### src/rtl/mips_pkg.sv
// Shared definitions for the MIPS pipeline slice around the ID/EX register.
// Holds opcode constants, control-bundle layout, the NOP encoding, the
// ID/EX update-action type and the "rt is a source operand" decode helper.
package mips_pkg;

    // Opcodes consulted by the hazard logic
    localparam logic [5:0] OP_RTYPE = 6'h00;
    localparam logic [5:0] OP_BEQ   = 6'h04;
    localparam logic [5:0] OP_BNE   = 6'h05;
    localparam logic [5:0] OP_LW    = 6'h23;
    localparam logic [5:0] OP_SW    = 6'h2B;

    // Control bundle {regwr, memwr, memrd, memtoreg, alusrc, regdst, aluop[2:0]}
    localparam int unsigned CTRL_W        = 9;
    localparam int unsigned CTRL_REGWR    = 8;
    localparam int unsigned CTRL_MEMWR    = 7;
    localparam int unsigned CTRL_MEMRD    = 6;
    localparam int unsigned CTRL_MEMTOREG = 5;
    localparam int unsigned CTRL_ALUSRC   = 4;
    localparam int unsigned CTRL_REGDST   = 3;
    localparam int unsigned CTRL_ALUOP_LO = 0;

    // sll $0,$0,0
    localparam logic [31:0] NOP_INS = 32'h0000_0000;

    // What the ID/EX register does on the next edge (reset handled separately)
    typedef enum logic [1:0] {
        UPD_LOAD,
        UPD_BUBBLE,
        UPD_HOLD
    } upd_e;

    // rt is read as a source by R-type and by beq/bne. sw store data is
    // excluded on purpose: it is forwarded in MEM, so lw->sw needs no stall.
    function automatic logic rt_is_src(input logic [5:0] op);
        return (op == OP_RTYPE) || (op == OP_BEQ) || (op == OP_BNE);
    endfunction

endpackage

### src/rtl/idex_stage_loaduse_detect.sv
// Load-use hazard detector (purely combinational).
// Inputs : ex_valid/ex_memrd/ex_rt  - instruction currently in ID/EX
//          id_op/id_rs/id_rt        - fields of the instruction in ID
// Output : hazard - ID instruction consumes the pending load's result
module loaduse_detect
    import mips_pkg::*;
(
    input  logic       ex_valid,
    input  logic       ex_memrd,
    input  logic [4:0] ex_rt,
    input  logic [5:0] id_op,
    input  logic [4:0] id_rs,
    input  logic [4:0] id_rt,
    output logic       hazard
);

    always_comb begin
        hazard = ex_valid && ex_memrd && (ex_rt != 5'd0) &&
                 ((ex_rt == id_rs) || ((ex_rt == id_rt) && rt_is_src(id_op)));
    end

endmodule

### src/rtl/idex_stage.sv
// ID/EX pipeline register with load-use hazard detection.
// Inputs : decoded instruction, PC+4, operands, immediate and control from ID;
//          flush (squash ID), ext_stall (hold everything), cnt_clr.
// Outputs: registered idex* fields for EX/forwarding, idexvalid (0 = bubble),
//          pcwr/ifidwr enables, hazard, saturating stall-cycle counter.
module idex_stage
    import mips_pkg::*;
#(
    parameter int unsigned CTRL_W = mips_pkg::CTRL_W,
    parameter int unsigned CNT_W  = 16
) (
    input  logic              clk,
    input  logic              rst,
    input  logic [31:0]       ifid_ins,
    input  logic [31:0]       ifid_pc4,
    input  logic [31:0]       id_rdata1,
    input  logic [31:0]       id_rdata2,
    input  logic [31:0]       id_imm,
    input  logic [CTRL_W-1:0] id_ctrl,
    input  logic              flush,
    input  logic              ext_stall,
    input  logic              cnt_clr,
    output logic [31:0]       idexins,
    output logic [31:0]       idexpc4,
    output logic [4:0]        idexrs,
    output logic [4:0]        idexrt,
    output logic [4:0]        idexrd,
    output logic [31:0]       idexdata1,
    output logic [31:0]       idexdata2,
    output logic [31:0]       ideximm,
    output logic [CTRL_W-1:0] idexctrl,
    output logic              idexregwr,
    output logic              idexmemwr,
    output logic              idexmemrd,
    output logic              idexvalid,
    output logic              pcwr,
    output logic              ifidwr,
    output logic              hazard,
    output logic [CNT_W-1:0]  stallcnt
);

    logic [31:0]       ins_q,   ins_d;
    logic [31:0]       pc4_q,   pc4_d;
    logic [31:0]       data1_q, data1_d;
    logic [31:0]       data2_q, data2_d;
    logic [31:0]       imm_q,   imm_d;
    logic [CTRL_W-1:0] ctrl_q,  ctrl_d;
    logic              valid_q, valid_d;
    logic [CNT_W-1:0]  cnt_q,   cnt_d;
    logic              hazard_w;
    upd_e              upd;

    loaduse_detect u_loaduse_detect (
        .ex_valid (valid_q),
        .ex_memrd (ctrl_q[CTRL_MEMRD]),
        .ex_rt    (ins_q[20:16]),
        .id_op    (ifid_ins[31:26]),
        .id_rs    (ifid_ins[25:21]),
        .id_rt    (ifid_ins[20:16]),
        .hazard   (hazard_w)
    );

    // ext_stall outranks flush and hazard: the whole stage freezes.
    always_comb begin
        upd = UPD_LOAD;
        if (ext_stall) begin
            upd = UPD_HOLD;
        end else if (flush || hazard_w) begin
            upd = UPD_BUBBLE;
        end
    end

    always_comb begin
        ins_d   = ins_q;
        pc4_d   = pc4_q;
        data1_d = data1_q;
        data2_d = data2_q;
        imm_d   = imm_q;
        ctrl_d  = ctrl_q;
        valid_d = valid_q;
        unique case (upd)
            UPD_LOAD: begin
                ins_d   = ifid_ins;
                pc4_d   = ifid_pc4;
                data1_d = id_rdata1;
                data2_d = id_rdata2;
                imm_d   = id_imm;
                ctrl_d  = id_ctrl;
                valid_d = 1'b1;
            end
            UPD_BUBBLE: begin
                ins_d   = NOP_INS;
                pc4_d   = '0;
                data1_d = '0;
                data2_d = '0;
                imm_d   = '0;
                ctrl_d  = '0;
                valid_d = 1'b0;
            end
            UPD_HOLD: ;
            default: ;
        endcase
    end

    // Counts stall cycles actually taken (not frozen ones); sticks at all-ones.
    always_comb begin
        cnt_d = cnt_q;
        if (cnt_clr) begin
            cnt_d = '0;
        end else if (hazard_w && !ext_stall && (cnt_q != '1)) begin
            cnt_d = cnt_q + 1'b1;
        end
    end

    always_ff @(posedge clk) begin
        if (rst) begin
            ins_q   <= NOP_INS;
            pc4_q   <= '0;
            data1_q <= '0;
            data2_q <= '0;
            imm_q   <= '0;
            ctrl_q  <= '0;
            valid_q <= 1'b0;
            cnt_q   <= '0;
        end else begin
            ins_q   <= ins_d;
            pc4_q   <= pc4_d;
            data1_q <= data1_d;
            data2_q <= data2_d;
            imm_q   <= imm_d;
            ctrl_q  <= ctrl_d;
            valid_q <= valid_d;
            cnt_q   <= cnt_d;
        end
    end

    assign idexins   = ins_q;
    assign idexpc4   = pc4_q;
    assign idexrs    = ins_q[25:21];
    assign idexrt    = ins_q[20:16];
    assign idexrd    = ins_q[15:11];
    assign idexdata1 = data1_q;
    assign idexdata2 = data2_q;
    assign ideximm   = imm_q;
    assign idexctrl  = ctrl_q;
    assign idexregwr = ctrl_q[CTRL_REGWR];
    assign idexmemwr = ctrl_q[CTRL_MEMWR];
    assign idexmemrd = ctrl_q[CTRL_MEMRD];
    assign idexvalid = valid_q;
    assign hazard    = hazard_w;
    assign pcwr      = !(hazard_w || ext_stall);
    assign ifidwr    = !(hazard_w || ext_stall);
    assign stallcnt  = cnt_q;

endmodule
### config.mk
export PLATFORM = sky130hd
export DESIGN_NAME = idex_stage
export DESIGN_NICKNAME = d
export VERILOG_FILES = /design/src/rtl/mips_pkg.sv /design/src/rtl/idex_stage_loaduse_detect.sv /design/src/rtl/idex_stage.sv
export SDC_FILE = /design/constraint.sdc
export NUM_CORES = 1
export LEC_CHECK = 0
export CORE_AREA = 2 2 147 149
export CTS_CLUSTER_DIAMETER = 100
export DETAILED_ROUTE_END_ITERATION = 6
export DIE_AREA = 0 0 149 151
export PLACE_DENSITY_LB_ADDON = 0.05
export SYNTH_ARGS = -nofsm -noshare
export SYNTH_HDL_FRONTEND = slang
export SYNTH_HIERARCHICAL = 1
export SYNTH_SLANG_ARGS = --single-unit
### constraint.sdc
create_clock -name clk -period 4.06 [get_ports clk]
set_input_delay 0.609 -clock clk [delete_from_list [all_inputs] [get_ports clk]]
set_output_delay 0.609 -clock clk [all_outputs]
set_load 0.005 [all_outputs]
### After elaboration in Yosys (flattened, before gate mapping)

Index checks and enable logic that the tools add are counted.

* register bits after elaboration: 186
* input bits: 174
* word-level logic and storage cells: 42

* $add $sub $neg: 1
* equality and inequality tests: 6
* mux-type cells: 9
* reductions and logical operators: 18

Operator list (number)
* $pmux W32 S2: 5
* $pmux W9 S2: 1
* $add A16 B1 Y16 const B: 1
* $ne A16 B16 Y1 const B: 1
* $eq A6 B3 Y1 const B: 2
* $eq A5 B5 Y1: 2
* $logic_and A1 B1 Y1: 6
* $logic_not A6 Y1: 1
* $logic_or A1 B1 Y1: 5
* $reduce_bool A5 Y1: 1
* $eq A2 B1 Y1 const B: 1
* $logic_not A1 Y1: 2
* $logic_not A2 Y1: 1
* $mux W2: 1
* $pmux W1 S2: 1
* $reduce_bool A2 Y1: 1
* $reduce_or A2 Y1: 1
* $mux W1: 1

### Longest topological paths before layout

Gate-level depths: netlist of run 1.

* word-level depth: 11
* mapped depth: 9

### Hierarchy

The synthesis of run 1 kept the hierarchy.

Modules (own cells, without submodules)
* idex_stage: instances 1, cells each 683, area each 6516.2 um^2
* loaduse_detect: instances 1, cells each 19, area each 147.6 um^2

### Worst setup path after synthesis of run 1

Ideal clock, no wire load.

* kind: input port to flip-flop
* from: in ifid_ins[19]
* to: reg cnt_q[8] (netlist: stallcnt[8])
* data arrival time: 2.597 ns
* required time: 3.990 ns
* setup slack: 1.392 ns
* cell stages on the path: 9
* path buffers: 1
* cells stage by stage: xor2_1 nor4_1 nand4_1 a21oi_1 nand3b_1 or2_0 buf_2 or4_1 a21oi_1

* cells in the longest elaborated chain, start to end: 6

RTL lines
* from (decl): line idex_stage.sv:14 `input logic [31:0] ifid_ins,`
* $eq A5 B5 Y1: line idex_stage_loaduse_detect.sv:19 `((ex_rt == id_rs) || ((ex_rt == id_rt) && rt_is_src(id_op)));`
* $logic_and A1 B1 Y1: line idex_stage_loaduse_detect.sv:19
* $logic_or A1 B1 Y1: line idex_stage_loaduse_detect.sv:19
* $logic_and A1 B1 Y1: line idex_stage_loaduse_detect.sv:18 `hazard = ex_valid && ex_memrd && (ex_rt != 5'd0) &&`
* named net hazard: line idex_stage.sv:38 `output logic hazard,`
* $logic_and A1 B1 Y1 (2 in series): line idex_stage.sv:110 `end else if (hazard_w && !ext_stall && (cnt_q != '1)) begin`
* to (signal assigned): line idex_stage.sv:133 `cnt_q <= cnt_d;`
* to (decl): line idex_stage.sv:49 `logic [CNT_W-1:0] cnt_q, cnt_d;`

The timed path passes the listed nets, and every way through them passes these cells.
A chain may end at the register's enable or synchronous reset.

### Final worst setup path of run 1

* from: in ifid_ins[19]
* to: out ifidwr

* cells in the longest elaborated chain, start to end: 6

RTL lines
* $eq A5 B5 Y1: line idex_stage_loaduse_detect.sv:19
* $logic_and A1 B1 Y1: line idex_stage_loaduse_detect.sv:19
* $logic_or A1 B1 Y1: line idex_stage_loaduse_detect.sv:19
* $logic_and A1 B1 Y1: line idex_stage_loaduse_detect.sv:18
* $logic_or A1 B1 Y1: line idex_stage.sv:152 `assign ifidwr = !(hazard_w || ext_stall);`
* $logic_not A1 Y1: line idex_stage.sv:152
* to (decl): line idex_stage.sv:37 `output logic ifidwr,`

No other way between the ends.

==> results of run 1 <==
[power breakdown]
group          total [mW]  internal, mW  switching [mW]
Sequential           1.93          1.89          0.0369
Clock                1.60         0.869           0.732
Combinational       0.525         0.325           0.201
[cell families after synthesis]
group                    after synthesis  synth area share (%)
flip-flops                           186                  55.9
AND/OR/NAND/NOR                      223                  14.7
AO/OA/AOI/OAI                        202                  22.3
buffers and inverters                 80                  5.61
XOR/XNOR                              10                  1.31
adder cells (fa/ha/maj)                1                 0.188
[metal layers]
| layer | track usage, % | vias up | wire length, um |
|---|---|---|---|
| li1 | - | 3164 | - |
| met4 | 6.71 | 0 | 439 |
| met3 | 8.34 | 27 | 2320 |
| met2 | 34.6 | 252 | 11700 |
| met5 | 0 | - | 0 |
| met1 | 21.6 | 3054 | 9100 |
[placed cells by master, fill, tap and decap left out, types with 7 or more instances in the layout]
| cell type | count |
|---|---|
| a21oi_1 | 13 |
| a22oi_1 | 169 |
| clkbuf_16 | 17 |
| clkdlybuf4s50_1 | 378 |
| dfxtp_1 | 186 |
| nand2_1 | 8 |
| nor2_1 | 174 |
| xor2_1 | 7 |
[synth_stat cells, types with 3 or more instances]
master      n
o31ai_1     6
nor4_1      4
nand3_1     6
a22oi_1   169
o21ai_0     5
clkbuf_1   57
a21oi_1    13
xor2_1      7
nor2_1    174
or3_1       3
dfxtp_1   186
nand2_1     8
nor3_1      4
o41ai_1     3
or4_1       6
xnor2_1     3
buf_4      19
[critical path, cell delays in order]
cell and delay [ns]:
clkdlybuf4s50_1 0.43, xor2_1 0.15, nor4_1 0.30, nand4_1 0.13, a21oi_1 0.29, nor2_1 0.12
clkdlybuf4s50_1 0.46
[sequential cells by signal (all words and copies together) (netlist names)]
signal / cells
idexvalid: 1
stallcnt: 16
ideximm: 32
idexctrl: 9
idexdata1: 32
idexpc4: 32
idexdata2: 32
idexins: 32
[cell type report]
type	count	area, um2
Sequential cell	186	3720
Timing Repair Buffer	386	3880
Multi-Input combinational cell	436	2570
Antenna cell	2	5.00
Fill cell	1982	9730
Tap cell	275	344
Clock buffer	19	443
Clock inverter	12	115
Inverter	2	7.51
[worst max path at each step]
| stage | from | to | slack (ns) | depth (start not counted) |
|---|---|---|---|---|
| floorplan | ifid_ins[19] | stallcnt[8]$_SDFFE_PP0P_ | 1.39 | 9 |
| global placement | ifid_ins[19] | stallcnt[8]$_SDFFE_PP0P_ | 0.78 | 10 |
| detailed placement | ifid_ins[19] | stallcnt[8]$_SDFFE_PP0P_ | 0.64 | 10 |
| CTS | ifid_ins[19] | ifidwr | 0.92 | 7 |
| global route | ifid_ins[19] | pcwr | 0.73 | 7 |
| finish | ifid_ins[19] | ifidwr | 0.94 | 7 |
==> summary.md, run 1 <==
| Metric | Value |
|---|---|
| Final-report max-slew violation count | `0` |
| Worst VDD drop | `0.000260 V` |
| Power per Cell Area | `365 mW/mm2` |
| Post-synthesis async set-or-reset flop share | `0%` |
| CTS Sinks | `186` |
| First-pass GRT wire length | `34600 um` |
| Gpl congestion | `0.791` |
| Placed cells | `1285` |
| DIE WIDTH | `149 um` |
| Share of Yosys cell area claimed by the top area cell type | `55.9%` |
| Clock slew at reported path FFs | `0.06 ns` |
| Fin util | `53.3%` |
| DRT iter0 DRCs | `355` |
| Yosys reg bits | `186` |
| WL/cell | `17.8 um` |
| CP Class | `primary input to output pin` |
| Placed cell areas | `0.0105 mm2` |
| R2r startpoint | `idexins[16]$_SDFFE_PP0P_` |
| Final worst path period need | `3.12 ns` |
| Top Ports | `381` |
| Critical path startpoint category | `primary input` |
| Critical path arrival | `2.51 ns` |
| Mapped Avg Cell Area | `9.49 um2` |
| Grt ovf | `0` |
| Area Overhead vs Synth | `66.4%` |
| Clock Latency Late Sink | `0.43 ns` |
| Die Ht | `151 um` |
| Root Driver | `clkbuf_16` |
| Mapped Nets | `877` |
| DP HPWL | `16400 um` |
| Hold Path Cell Cnt | `2` |
| Share of cells above drive strength 1 | `4.51%` |
| Final hold vios | `0` |
| CTS tree | `built` |
| Final wirelength | `23500 um` |
| Tcrit/Tclk final | `76.9%` |
| Worst Clk Skew | `0.0127 ns` |
| Port Buffers | `380` |
| Pwr Total | `4.05 mW` |
| Hold Path Class | `register to register` |
| Mapped Cells | `702` |
| Maxcap violations | `0` |
| DRC Markers | `0` |
| Row cnt | `53` |
| GRT Util Overall | `19.8%` |
| Longest Clk Path Bufs | `2` |
| Worst Hold Endpoint | `idexdata2[27]$_SDFFE_PP0P_` |
| Sequential-to-total area share from yosys stat | `55.9%` |
| Synth area leader | `dfxtp_1` |
| Setup TNS | `0 ns` |
| Status | `finished, final reports clean` |
| Main synth FF type | `dfxtp_1` |
| Non-Filler Instances | `1318` |
| Worst Max-Slew Pin Slew | `0.823 ns` |
| Finished Cell Area | `0.0111 mm2` |
| Via Count | `6497` |
| Setup violators final | `0` |
| Min-Delay Startpoint | `idexdata2[27]$_SDFFE_PP0P_` |
| Worst-path fanout max | `3` |
| DRT antenna net count | `0` |
| Setup Buffers After CTS | `0` |
| Core box area | `0.0208 mm2` |
| Ys Warns | `6` |
| Distinct cells, synth | `38` |
| Largest cells by area after synthesis | `dfxtp_1 (56%), a22oi_1 (19%), nor2_1 (9.8%)` |
| RSZ-0062 raised after global routing | `false` |
| Hold-fix buffers, CTS | `0` |
| Initial antenna violation count | `1` |
| Critical Path Sink Type | `output pin` |
| Die ar. | `0.0225 mm2` |
| CTS-repair resized insts | `0` |
| Final worst slack | `0.936 ns` |
| EDFF count, synth | `0` |
| Pre-antenna DRT Iters | `6` |
| Vias per cell | `4.93` |
| Worst R2R Setup Slack | `1.29 ns` |
| Worst rel slew slack | `45.1%` |
| H-Tree Depth | `4` |
| Num CTS Buffers | `17` |
| Max Clock Freq | `320 MHz` |
| Vias in the first global route | `6190` |
| Nets | `1204` |
| Largest net degree at the start of global routing | `123` |
| DP Worst Slack | `0.641 ns` |
| Initial Util | `32.0%` |
| Hold Slack | `0.506 ns` |
| Cell depth of the worst flop-to-flop path | `9` |
| CP required | `3.45 ns` |
| Reg2reg end | `stallcnt[8]$_SDFFE_PP0P_` |
| Static Leak | `4.01 nW` |
| Synth Cell Area | `0.00666 mm2` |
Note: power is estimated with default switching activity, not from simulation.
==> run 2, diff against run 1 <==
CORE_AREA = 2 2 148 150   (was 2 2 147 149)
DIE_AREA = 0 0 150 152   (was 0 0 149 151)
clock period = 2.8 ns   (was 4.06 ns; I/O delays follow)
==> summary.md, run 2 (synthesis gave the netlist of run 1 again) <==
| Metric | Value |
|---|---|
| Multi-input logic area | `0.00257 mm2` |
| Area Overhead vs Synth | `69.9%` |
| Setup TNS | `0 ns` |
| Power per Cell Area | `532 mW/mm2` |
| Most frequent cells in the layout | `clkdlybuf4s50_1 (375), dfxtp_1 (185), nor2_1 (173)` |
| Vias per cell | `4.90` |
| DRC Markers | `0` |
| H-Tree Depth | `4` |
| Final worst path period need | `2.59 ns` |
| Port Buffers | `380` |
| Pre-antenna DRT Iters | `4` |
| Row cnt | `54` |
| Maxcap violations | `0` |
| Flop pwr share | `46.3%` |
| P_int | `4.54 mW` |
| Buf/Inv on CP | `4` |
| R2r startpoint | `idexins[16]$_SDFFE_PP0P_` |
| Critical Path Max Stage Delay | `0.44 ns` |
| Gpl congestion | `0.781` |
| Finished Cell Area | `0.0113 mm2` |
| Sw Pwr | `1.49 mW` |
| Final hold vios | `0` |
| Clock power frac | `40.7%` |
| Vias in the first global route | `6387` |
| WL/cell | `17.7 um` |
| RSZ-0062 raised after global routing | `false` |
| DRT antenna net count | `0` |
| Worst-path cell chain | `clkdlybuf4s50_1, xor2_1, nor4_1, nand4_1, a21oi_1, buf_4, buf_4, nor2_2, dlygate4sd2_1` |
| Worst R2R Setup Slack | `0.38 ns` |
| Via Count | `6564` |
| Num CTS Buffers | `17` |
| Initial Util | `31.2%` |
| Cell depth of the worst setup path | `9` |
| CP Class | `primary input to output pin` |
| Max Used Layer | `met4` |
| DRT iter0 DRCs | `413` |
| Reg2reg end | `stallcnt[8]$_SDFFE_PP0P_` |
| Worst-path fanout max | `4` |
| Clock slew at reported path FFs | `0.08 ns` |
| Met3 WL | `2010 um` |
| Met2 routed WL | `11800 um` |
| Hold Path Class | `primary input to register` |
| Nets | `1222` |
| Share of cells above drive strength 1 | `6.51%` |
| Die ar. | `0.0228 mm2` |
| CP required | `2.38 ns` |
| Top Ports | `381` |
| Worst Clk Skew | `0.0161 ns` |
| Worst rel slew slack | `47.7%` |
| Worst VDD drop | `0.000393 V` |
| Combinational share of power | `13.0%` |
| Status | `finished, final reports clean` |
| Longest Clk Path Bufs | `2` |
| CTS Sinks | `186` |
| Tcrit/Tclk final | `92.4%` |
| Setup violators final | `0` |
| Worst Setup EP | `pcwr` |
| Worst Max-Slew Pin Slew | `0.785 ns` |
| Critical Path Sink Type | `output pin` |
| GRT Util Overall | `20.5%` |
| Ant. Diodes | `0` |
| Commonest non-fill, non-tap cell in the layout | `clkdlybuf4s50_1` |
| DIE WIDTH | `150 um` |
| Critical path startpoint category | `primary input` |
| First-pass GRT wire length | `36900 um` |
| CP Launch Point | `ifid_ins[18]` |
| Met1 Routed Length | `9530 um` |
| Critical path arrival | `2.17 ns` |
| Cell depth of the worst flop-to-flop path | `10` |
| DP HPWL | `16800 um` |
| Net Sw Frac | `24.6%` |
| Final-report max-slew violation count | `0` |
| Critical Path Most Common Cell | `buf_4` |
| Placed cell areas | `0.0107 mm2` |
| Static Leak | `4.14 nW` |
| Max Clock Freq | `387 MHz` |
| Pwr Total | `6.03 mW` |
| Largest delay share family, worst path | `buffers and inverters` |
| Fill cell count | `2012` |
| Clock Latency Late Sink | `0.43 ns` |
| Reg area | `0.00372 mm2` |
| Core box area | `0.0214 mm2` |
| Final wirelength | `23700 um` |
| Slowest CP cell | `clkdlybuf4s50_1` |
| Die Ht | `152 um` |
| Largest net degree at the start of global routing | `147` |
| Grt ovf | `0` |
| Initial antenna violation count | `0` |
| CTS tree | `built` |
| Root Driver | `clkbuf_16` |
[run 2: changes by cell type in the layout (fill, tap and decap cells not counted), sizes merged]
cell / before / now
dlygate4sd2: 0 / 3
diode: 2 / 0
inv: 7 / 9
buf: 8 / 26
clkdlybuf4s50: 378 / 375
clkinv: 4 / 3
[run 2: stage by stage]
step | cells | util (%) | hold WS [ns] | worst slack [ns]
after global routing | 1340 | 53.0 | 0.370 | 0.0382
final | 1340 | 53.0 | 0.370 | 0.213
after floorplan | 702 | - | 0.489 | 0.321
after CTS | 1340 | 53.0 | 0.371 | 0.174
after detailed placement | 1308 | 50.2 | 0.497 | -0.0446
after global placement | 1308 | 50.2 | 0.487 | -0.0520
[run 2: worst min-delay path by stage]
stage / startpoint / endpoint / slack, ns / cells after the start
2_1_floorplan: stallcnt[14]$_SDFFE_PP0P_ / stallcnt[14]$_SDFFE_PP0P_ / 0.49 / 2
3_3_place_gp: idexdata1[26]$_SDFFE_PP0P_ / idexdata1[26]$_SDFFE_PP0P_ / 0.49 / 2
3_5_place_dp: ideximm[27]$_SDFFE_PP0P_ / ideximm[27]$_SDFFE_PP0P_ / 0.50 / 2
4_1_cts: rst / idexins[31]$_SDFFE_PP0P_ / 0.37 / 2
5_1_grt: rst / idexins[25]$_SDFFE_PP0P_ / 0.37 / 2
6_report: rst / idexdata2[31]$_SDFFE_PP0P_ / 0.37 / 2
[run 2: timing repair]
action	CTS	global route
gates resized for setup	5	0
hold buffers	0	0
setup endpoints to repair	3	0
hold endpoints to repair	0	0
setup buffers	0	0
[run 2: layer usage]
layer	vias up	track usage (%)
li1	3196	-
met1	3109	23.9
met2	235	35.3
met3	24	7.15
met4	0	6.24
met5	-	0
[run 2: power groups by stage]
stage	logic (mW)	registers (mW)	clock network, mW
2_1_floorplan	0.248	2.86	0
3_3_place_gp	0.792	2.85	0
3_5_place_dp	0.793	2.85	0
4_1_cts	0.796	2.79	2.54
5_1_grt	0.852	2.80	2.64
6_report	0.785	2.79	2.45
[run 2: area by class of cell]
cell class | instances | share of cell area (%)
clock inverters | 13 | 1.33
inverters | 2 | 0.0663
well taps | 280 | 3.09
clock buffers | 19 | 4.00
multi-input cells | 436 | 22.7
repair buffers | 404 | 35.9
flip-flops and latches | 186 | 32.9
==> run 3, diff against run 2 <==
CAP_MARGIN = 20   (was unset)
PLACE_DENSITY = 0.75   (was unset)
PLACE_DENSITY_LB_ADDON = unset   (was 0.05)
RECOVER_POWER = 100   (was unset)
==> summary.md, run 3 (synthesis gave the netlist of run 1 again) <==
| Metric | Value |
|---|---|
| Status | `finished, final reports clean` |
| Critical Path Max Stage Delay | `0.52 ns` |
| Gpl congestion | `0.836` |
| Row cnt | `54` |
| Slowest CP cell | `or4_1` |
| Critical path startpoint category | `primary input` |
| Final wirelength | `22500 um` |
| DIE WIDTH | `150 um` |
| CP Class | `primary input to register` |
| Core box area | `0.0214 mm2` |
| GRT Util Overall | `18.9%` |
| Port Buffers | `380` |
| Max Clock Freq | `365 MHz` |
| Setup TNS | `0 ns` |
| Pre-antenna DRT Iters | `5` |
| Clock power frac | `40.0%` |
| Largest delay share family, worst path | `simple AND/OR/NAND/NOR gates` |
| Final worst path period need | `2.74 ns` |
| Finished Cell Area | `0.0112 mm2` |
| CTS Sinks | `186` |
| CP required | `3.16 ns` |
| Die ar. | `0.0228 mm2` |
| Initial Util | `31.2%` |
| Critical path arrival | `3.10 ns` |
| Largest net degree at the start of global routing | `93` |
| Hold Slack | `0.334 ns` |
| Clock slew at reported path FFs | `0.08 ns` |
| Static Leak | `4.72 nW` |
| Worst-path cell chain | `clkdlybuf4s50_1, xor2_1, nor4_2, nand4_1, a21oi_2, buf_6, clkbuf_4, and4b_1, nand2_1, or4_1, a21oi_1` |
| Tcrit/Tclk final | `97.9%` |
| Critical Path Sink Type | `register` |
| Sw Pwr | `1.49 mW` |
| Fill cell count | `1963` |
| Worst rel slew slack | `39.2%` |
| Root Driver | `clkbuf_16` |
| Grt ovf | `0` |
| Via Count | `6644` |
| Hold Path Class | `primary input to register` |
| Net Sw Frac | `25.4%` |
| Maxcap violations | `0` |
| Area Overhead vs Synth | `68.5%` |
| Buf/Inv on CP | `3` |
| Share of cells above drive strength 1 | `6.23%` |
| Worst Clk Skew | `0.0138 ns` |
| Most frequent cells in the layout | `dlygate4sd3_1 (201), dfxtp_1 (184), nor2_1 (173), clkdlybuf4s50_1 (173), a22oi_1 (169)` |
| Clock Latency Late Sink | `0.43 ns` |
| Final-report max-slew violation count | `0` |
| Worst Max-Slew Pin Slew | `0.912 ns` |
| First-pass GRT wire length | `34500 um` |
| Initial antenna violation count | `0` |
| Placed cell areas | `0.0106 mm2` |
| CTS tree | `built` |
| DP HPWL | `15900 um` |
| DRT antenna net count | `0` |
| Placed cells | `1304` |
| DRT iter0 DRCs | `291` |
| Nets | `1221` |
| Flop pwr share | `47.4%` |
| P_int | `4.38 mW` |
| Power per Cell Area | `523 mW/mm2` |
| Worst VDD drop | `0.000445 V` |
| Vias per cell | `4.96` |
| Non-Filler Instances | `1339` |
| Combinational share of power | `12.5%` |
| Commonest non-fill, non-tap cell in the layout | `dlygate4sd3_1` |
| Longest Clk Path Bufs | `2` |
| Setup violators final | `0` |
| Vias in the first global route | `6598` |
| Final hold vios | `0` |
| WL/cell | `16.8 um` |
| Worst-path fanout max | `6` |
| Ant. Diodes | `0` |
| Pwr Total | `5.87 mW` |
| Num CTS Buffers | `17` |
| H-Tree Depth | `4` |
| DRC Markers | `0` |
| Die Ht | `152 um` |
| Top Ports | `381` |
## run 3: cell count changes in the layout (fill, tap and decap cells not counted), sizes merged
cell | previous run | this run
inv | 9 | 10
clkbuf | 19 | 24
clkinv | 3 | 5
clkdlybuf4s50 | 375 | 173
dlymetal6s2s | 0 | 1
clkinvlp | 2 | 1
dlygate4sd2 | 3 | 0
bufinv | 1 | 0
buf | 26 | 19
dlygate4sd3 | 0 | 201
clkdlybuf4s25 | 0 | 3
## run 3: layout make-up
type                    count  area [um2]  area share [%]
clock buffers              18         439            3.91
well taps                 280         350            3.12
repair buffers            403        4010            35.7
multi-input cells         436        2570            22.9
inverters                   2        7.51          0.0668
flip-flops and latches    186        3730            33.2
clock inverters            14         129            1.15
## run 3: worst register-to-register path: stages (launching register included)
cell,delay (ns)
dfxtp_1,0.31
buf_4,0.15
xor2_1,0.16
nor4_2,0.28
nand4_1,0.18
a21oi_2,0.20
buf_6,0.15
clkbuf_4,0.14
and4b_1,0.25
nand2_1,0.14
or4_1,0.52
a21oi_1,0.14
## run 3: worst paths after layout
check / start / to / slack (ns) / cells past startpoint
max: ifid_ins[17] / stallcnt[9]$_SDFFE_PP0P_ / 0.06 / 11
min: rst / idexins[13]$_SDFFE_PP0P_ / 0.33 / 2
max reg2reg: idexins[16]$_SDFFE_PP0P_ / stallcnt[9]$_SDFFE_PP0P_ / 0.10 / 11
min reg2reg: idexdata2[20]$_SDFFE_PP0P_ / idexdata2[20]$_SDFFE_PP0P_ / 0.50 / 2
## run 3: layer usage
metal	wire length (um)	track usage, %
met2	11000	33.1
met5	0	0
met4	625	7.14
met1	8620	20.2
met3	2230	7.69
## run 3: power by group through the flow
stage	Combinational [mW]	Clock, mW	Sequential [mW]
after detailed placement	0.771	0	2.85
after floorplan	0.248	0	2.86
final	0.736	2.35	2.79
after CTS	0.777	2.41	2.79
after global routing	0.800	2.51	2.80
after global placement	0.767	0	2.85
## run 3: what timing repair did
action / CTS / global route
resized for setup: 3 / 8
buffers inserted: 0 / 3
hold endpoints to repair: 0 / 0
gates cloned: 0 / 0
endpoints found under the setup margin: 2 / 13
pin swaps: 0 / 4
hold buffers: 0 / 0
## run 3: through the flow
step | worst slack, ns | utilization (%)
2_1_floorplan | 0.321 | -
3_3_place_gp | -0.162 | 49.8
3_5_place_dp | -0.189 | 49.8
4_1_cts | 0.000168 | 52.5
5_1_grt | -0.0101 | 52.6
6_report | 0.0596 | 52.6
